<file path="src/rtl/dmaster_st_packet_arbiter_if.sv">
// Avalon-ST bundle for the packet arbiter: NUM_IN packet sources in, one
// channelized stream out. The arbiter takes the slave side.
interface dmaster_st_packet_arbiter_if #(
    parameter int NUM_IN = 4,
    parameter int DATA_W = 8,
    parameter int CHAN_W = 8
);
    logic [NUM_IN-1:0]        in_valid;
    logic [NUM_IN-1:0]        in_ready;
    logic [NUM_IN*DATA_W-1:0] in_data;
    logic [NUM_IN-1:0]        in_startofpacket;
    logic [NUM_IN-1:0]        in_endofpacket;
    logic                     out_ready;
    logic                     out_valid;
    logic [DATA_W-1:0]        out_data;
    logic [CHAN_W-1:0]        out_channel;
    logic                     out_startofpacket;
    logic                     out_endofpacket;

    modport master (
        output in_valid, in_data, in_startofpacket, in_endofpacket, out_ready,
        input  in_ready, out_valid, out_data, out_channel, out_startofpacket, out_endofpacket
    );

    modport slave (
        input  in_valid, in_data, in_startofpacket, in_endofpacket, out_ready,
        output in_ready, out_valid, out_data, out_channel, out_startofpacket, out_endofpacket
    );
endinterface

</file>
<file path="src/rtl/dmaster_st_packet_arbiter.sv">
// Packet-level round-robin arbiter: locks a source from its first accepted
// beat to its EOP beat and tags each output beat with the source index.
module dmaster_st_packet_arbiter #(
    parameter int NUM_IN = 4,
    parameter int DATA_W = 8,
    parameter int CHAN_W = 8
) (
    input  logic                      clk,
    input  logic                      reset_n,
    dmaster_st_packet_arbiter_if.slave bus,
    output logic                      busy
);
    localparam int PTR_W = $clog2(NUM_IN);

    typedef enum logic {IDLE, LOCKED} state_t;
    typedef logic [PTR_W-1:0] ptr_t;

    state_t            state, state_nxt;
    ptr_t              rr_ptr, rr_nxt, grant, grant_nxt, sel, idx;
    logic              sel_vld, can_load, accept, sel_sop, sel_eop;
    logic [DATA_W-1:0] sel_data;
    logic              vld_p0, sop_p0, eop_p0;
    logic [DATA_W-1:0] data_p0;
    logic [CHAN_W-1:0] chan_p0;

    function automatic ptr_t ptr_inc(input ptr_t p);
        return (int'(p) == NUM_IN - 1) ? '0 : ptr_t'(p + 1'b1);
    endfunction

    assign can_load = !vld_p0 || bus.out_ready;
    assign accept   = can_load && sel_vld;
    assign busy     = (state == LOCKED);

    // Descending scan so the source closest to rr_ptr wins the last write.
    always_comb begin
        sel     = grant;
        sel_vld = 1'b0;
        idx     = '0;
        if (state == LOCKED) begin
            sel_vld = bus.in_valid[grant];
        end else begin
            for (int k = NUM_IN - 1; k >= 0; k--) begin
                idx = ptr_t'((int'(rr_ptr) + k) % NUM_IN);
                if (bus.in_valid[idx]) begin
                    sel     = idx;
                    sel_vld = 1'b1;
                end
            end
        end
    end

    always_comb begin
        sel_data     = '0;
        sel_sop      = 1'b0;
        sel_eop      = 1'b0;
        bus.in_ready = '0;
        for (int i = 0; i < NUM_IN; i++) begin
            if (ptr_t'(i) == sel) begin
                sel_data        = bus.in_data[i*DATA_W +: DATA_W];
                sel_sop         = bus.in_startofpacket[i];
                sel_eop         = bus.in_endofpacket[i];
                bus.in_ready[i] = reset_n && can_load && (state == LOCKED || sel_vld);
            end
        end
    end

    always_comb begin
        state_nxt = state;
        rr_nxt    = rr_ptr;
        grant_nxt = grant;
        case (state)
            IDLE: begin
                if (accept) begin
                    if (sel_eop) begin
                        rr_nxt = ptr_inc(sel);
                    end else begin
                        grant_nxt = sel;
                        state_nxt = LOCKED;
                    end
                end
            end
            LOCKED: begin
                if (accept && sel_eop) begin
                    state_nxt = IDLE;
                    rr_nxt    = ptr_inc(grant);
                end
            end
            default: state_nxt = IDLE;
        endcase
    end

    always_ff @(posedge clk or negedge reset_n) begin
        if (!reset_n) begin
            state  <= IDLE;
            rr_ptr <= '0;
            grant  <= '0;
        end else begin
            state  <= state_nxt;
            rr_ptr <= rr_nxt;
            grant  <= grant_nxt;
        end
    end

    // Stage p0: one-deep output register, holds while downstream stalls.
    always_ff @(posedge clk or negedge reset_n) begin
        if (!reset_n) begin
            vld_p0  <= 1'b0;
            data_p0 <= '0;
            chan_p0 <= '0;
            sop_p0  <= 1'b0;
            eop_p0  <= 1'b0;
        end else if (can_load) begin
            vld_p0 <= accept;
            if (accept) begin
                data_p0 <= sel_data;
                chan_p0 <= CHAN_W'(sel);
                sop_p0  <= sel_sop;
                eop_p0  <= sel_eop;
            end
        end
    end

    assign bus.out_valid         = vld_p0;
    assign bus.out_data          = data_p0;
    assign bus.out_channel       = chan_p0;
    assign bus.out_startofpacket = sop_p0;
    assign bus.out_endofpacket   = eop_p0;
endmodule
</file>
<file path="src/flat_wrapper.sv">
// flat-port wrapper written by rule: the top's interface ports become plain ports
module dmaster_st_packet_arbiter_flat 
#(
    parameter int NUM_IN = 4,
    parameter int DATA_W = 8,
    parameter int CHAN_W = 8
)
  (clk, reset_n, busy, bus_in_valid, bus_in_data, bus_in_startofpacket, bus_in_endofpacket, bus_out_ready, bus_in_ready, bus_out_valid, bus_out_data, bus_out_channel, bus_out_startofpacket, bus_out_endofpacket);
  dmaster_st_packet_arbiter_if #(.NUM_IN(NUM_IN), .DATA_W(DATA_W), .CHAN_W(CHAN_W)) bus_i ();
  input  logic clk;
  input  logic reset_n;
  output logic busy;
  input wire logic [$bits(bus_i.in_valid)-1:0] bus_in_valid;
  input wire logic [$bits(bus_i.in_data)-1:0] bus_in_data;
  input wire logic [$bits(bus_i.in_startofpacket)-1:0] bus_in_startofpacket;
  input wire logic [$bits(bus_i.in_endofpacket)-1:0] bus_in_endofpacket;
  input wire logic [$bits(bus_i.out_ready)-1:0] bus_out_ready;
  output wire logic [$bits(bus_i.in_ready)-1:0] bus_in_ready;
  output wire logic [$bits(bus_i.out_valid)-1:0] bus_out_valid;
  output wire logic [$bits(bus_i.out_data)-1:0] bus_out_data;
  output wire logic [$bits(bus_i.out_channel)-1:0] bus_out_channel;
  output wire logic [$bits(bus_i.out_startofpacket)-1:0] bus_out_startofpacket;
  output wire logic [$bits(bus_i.out_endofpacket)-1:0] bus_out_endofpacket;
  assign bus_i.in_valid = bus_in_valid;
  assign bus_i.in_data = bus_in_data;
  assign bus_i.in_startofpacket = bus_in_startofpacket;
  assign bus_i.in_endofpacket = bus_in_endofpacket;
  assign bus_i.out_ready = bus_out_ready;
  assign bus_in_ready = bus_i.in_ready;
  assign bus_out_valid = bus_i.out_valid;
  assign bus_out_data = bus_i.out_data;
  assign bus_out_channel = bus_i.out_channel;
  assign bus_out_startofpacket = bus_i.out_startofpacket;
  assign bus_out_endofpacket = bus_i.out_endofpacket;
  dmaster_st_packet_arbiter #(.NUM_IN(NUM_IN), .DATA_W(DATA_W), .CHAN_W(CHAN_W)) u_core (.clk(clk), .reset_n(reset_n), .bus(bus_i), .busy(busy));
endmodule
</file>
<file path="config.mk">
export PLATFORM = sky130hd
export DESIGN_NAME = dmaster_st_packet_arbiter_flat
export DESIGN_NICKNAME = d
export VERILOG_FILES = /design/src/rtl/dmaster_st_packet_arbiter_if.sv /design/src/rtl/dmaster_st_packet_arbiter.sv /design/src/flat_wrapper.sv
export SDC_FILE = /design/constraint.sdc
export NUM_CORES = 1
export LEC_CHECK = 0
export ABC_AREA = 0
export ABC_CLOCK_PERIOD_IN_PS = 3500
export CORE_ASPECT_RATIO = 0.9
export CORE_MARGIN = 3
export CORE_UTILIZATION = 37
export CTS_BUF_LIST = sky130_fd_sc_hd__clkbuf_2
export DETAILED_ROUTE_END_ITERATION = 12
export GPL_ROUTABILITY_DRIVEN = 0
export GPL_TIMING_DRIVEN = 0
export PLACE_DENSITY = 0.79
export SYNTH_ARGS = -nofsm -noshare
export SYNTH_HDL_FRONTEND = slang
export SYNTH_SLANG_ARGS = --single-unit
</file>
<file path="constraint.sdc">
create_clock -name clk -period 3.5 [get_ports clk]
set_input_delay 0.7 -clock clk [delete_from_list [all_inputs] [get_ports clk]]
set_output_delay 0.7 -clock clk [all_outputs]
set_load 0.005 [all_outputs]
</file>
==> summary.txt <==
# rows = 20
Number of slew-limit violations in the final report = 0
Wire length of the first global-routing pass = 6970 um
Cell chosen for the clock root = sky130_fd_sc_hd__clkbuf_2
Area of the mapped netlist = 0.00135 mm2
Via/cell ratio = 4.95
Top Ports = 71
Worst Max-Slew Pin Slew = 0.837 ns
Total clock buffers created by CTS = 3
List of cells traversed by the critical path = clkdlybuf4s15_2, or4b_1, o311a_1, o211ai_1, and2_4, inv_1, ha_4, inv_2, buf_8, nor2_1, dlygate4sd2_1
Starting utilization of the core area = 39.3%
Number of distinct library cells after synthesis = 37
Largest net degree at the start of global routing = 20
Half-perimeter wire length of the detailed placement result = 3060 um
Overall power of the completed layout = 1.92 mW
Pwr Density = 839 mW/mm2
DR vias = 1500
Worst setup skew after layout = 0.0108 ns
Fraction of layout cells with a size suffix above 1 = 21.2%
Number of hold-slack violations in the final timing report = 0
Nets = 312
Deepest level of the CTS H-tree = 1
VDD IR max = 0.404 mV
Detail-routed net length per standard cell = 13.9 um
Critical Path AT = 2.67 ns
Delay contributed by the slowest stage of the critical path = 0.44 ns
Number of global-route vias before repair = 1460
Max_cap viols = 0
Die height = 63.3 um
Number of hold buffers added after CTS = 0
Worst-path cell with the longest stage delay = sky130_fd_sc_hd__or4b_1
TritonCTS clock tree = built
Commonest cells after routing, fill and taps aside = sky130_fd_sc_hd__clkdlybuf4s50_1, sky130_fd_sc_hd__buf_4, sky130_fd_sc_hd__a21oi_1
RSZ-0062 raised after global routing = false
Reported leakage power = 0.988 nW
Worst Path Max Fanout = 8
Final WL = 4230 um
Family with the most delay on the worst path = buffers and inverters
Residual antenna-violating net count after detailed routing = 0
Startpoint kind of the worst setup timing path = primary input
Total number of yosys warnings = 0
TritonCTS Sinks = 18
Count of buffers inserted at the top-level ports = 62
DP Cell Count = 278
Sum of buffers and inverters on the critical path = 5
ANT cells = 0
Number of DRC violations after detailed-routing iteration 0 = 91
Clock Pin Slew Worst Setup and Hold Paths = 0.17 ns
Die area = 0.00441 mm2
Element type at the critical path end = output port
All-Layer GR Usage = 18.8%
Post-synthesis cell count = 167
Worst min-delay path class = reg2reg
Area inside the core boundary = 0.00343 mm2
Max Fclk = 0.297 GHz
Number of fillers in the final layout = 289
Crit path required time = 2.80 ns
Critical path start-end classification = in2out
Mean instance size in the synthesized netlist = 8.08 um2
Worst-Skew Late Latency = 0.29 ns
Sequential fraction of the synthesis area = 33.4%
Horizontal die dimension = 69.6 um
Number of antenna violations at the first check in global routing = 0
Most common library cell in the layout ignoring fill and taps = sky130_fd_sc_hd__clkdlybuf4s50_1
Area delta synth->final = 69.8%
Worst slew margin relative to its limit = 44.1%
Post-route fraction of the period consumed by the critical path = 96.3%
Final cell count without fillers = 303
First drt pass iteration count = 4
Total setup violations reported at the end of the flow = 0
Maximum count of clock buffers along a single path = 2
Status = complete, no violations
Grt total ovfl = 0
Clock period minus worst slack = 3.37 ns
Final-layout setup total negative slack = 0 ns
Number of synthesized register bits = 18
Total DRC errors in the routed layout = 0
==> worst min-delay path, stage by stage, from the launching register on <==
cell	delay, ns
sky130_fd_sc_hd__dfrtp_1	0.38
sky130_fd_sc_hd__nand2b_1	0.09
sky130_fd_sc_hd__nand2_1	0.06
==> flip-flops by register name, summed over array words and instances, names as in the netlist <==
register	count
u_core.rr_ptr	2
u_core.bus.out_endofpacket	1
u_core.bus.out_startofpacket	1
u_core.busy	1
u_core.bus.out_valid	1
u_core.grant	2
u_core.bus.out_channel	2
u_core.bus.out_data	8
==> metrics by stage <==
stage	utilization [%]	instance area [um2]	worst slack [ns]	hold WS [ns]
final	66.8	2290	0.128	0.551
after global routing	66.8	2290	0.00431	0.581
after CTS	65.1	2230	0.00186	0.550
after detailed placement	59.6	2040	-1.05	0.509
after global placement	59.6	2040	-1.05	0.491
after floorplan	-	1370	0.0960	0.404
==> what timing repair did <==
item	in CTS	in global routing
pin swaps	2	3
setup buffers	16	6
endpoints found under the hold margin	0	0
gates resized for setup	28	15
setup endpoints to repair	16	6
==> worst paths after layout <==
| kind | start | endpoint | slack [ns] | cells past startpoint |
|---|---|---|---|---|
| worst max-delay path | bus_in_valid[3] | bus_in_ready[2] | 0.13 | 11 |
| worst min-delay path | u_core.bus.out_valid | u_core.bus.out_valid | 0.55 | 2 |
| worst max register to register | u_core.rr_ptr[1] | u_core.grant[0] | 0.17 | 13 |
| worst min register to register | u_core.bus.out_valid | u_core.bus.out_valid | 0.55 | 2 |
| max in group asynchronous | reset_n | u_core.bus.out_data[7] | 2.12 | 1 |
| min in group asynchronous | reset_n | u_core.grant[1] | 0.86 | 1 |
==> synth_stat cells (all sizes together) <==
cell / count / share of area (%)
a311oi: 2 / 1.3
and4: 1 / 0.65
nand2b: 5 / 2.3
inv: 9 / 2.5
a211o: 1 / 0.65
a21oi: 24 / 8.9
ha: 5 / 4.6
clkbuf: 10 / 2.9
or4b: 1 / 0.74
conb: 1 / 0.28
a22oi: 1 / 0.56
nor4: 1 / 0.46
o21a: 2 / 1.1
or3b: 1 / 0.65
mux2: 6 / 5.0
and2: 1 / 0.46
nand3b: 3 / 1.7
o211ai: 1 / 0.56
dfrtp: 18 / 33
o2111ai: 1 / 0.65
mux2i: 4 / 3.0
nand3: 2 / 0.74
nor3: 10 / 3.7
nand2: 6 / 1.7
o311a: 1 / 0.74
nor2: 22 / 6.1
a31oi: 1 / 0.46
nor3b: 2 / 1.1
o21ai: 5 / 1.9
a221oi: 8 / 5.2
buf: 10 / 5.0
a21o: 1 / 0.56
nor2b: 1 / 0.46
==> cell families (layout without fill, tap and decap cells) <==
logic type | after synthesis | count (layout) | share of synthesized area, %
mux | 10 | 10 | 7.98
compound gates | 48 | 48 | 22.5
simple gates | 56 | 56 | 20.8
fa+ha+maj | 5 | 5 | 4.64
buf+inv | 29 | 116 | 10.4
flops | 18 | 18 | 33.4
other cells | 1 | 6 | 0.278
==> power by group <==
part | switching (mW) | internal [mW]
clock network | 0.0626 | 0.0249
registers | 0.0636 | 0.313
logic | 0.675 | 0.781
==> area by class of cell <==
| type | instances | area (um2) | area share (%) |
|---|---|---|---|
| Clock inverter | 1 | 3.75 | 0.164 |
| Tap cell | 44 | 55.1 | 2.40 |
| Clock buffer | 3 | 15.0 | 0.656 |
| Timing Repair Buffer | 84 | 769 | 33.6 |
| Sequential cell | 18 | 450 | 19.7 |
| Buffer | 19 | 144 | 6.28 |
| Multi-Input combinational cell | 125 | 818 | 35.7 |
| Inverter | 9 | 33.8 | 1.48 |
==> layer usage <==
metal  vias up  wire (um)  track usage [%]
li1        773          -                -
met1       685       1960             27.3
met2        42       2070             31.1
met5         -          0                0
met3         0        195             1.91
met4         0          0             2.15
No activity file was read; power rests on OpenSTA's default activity.
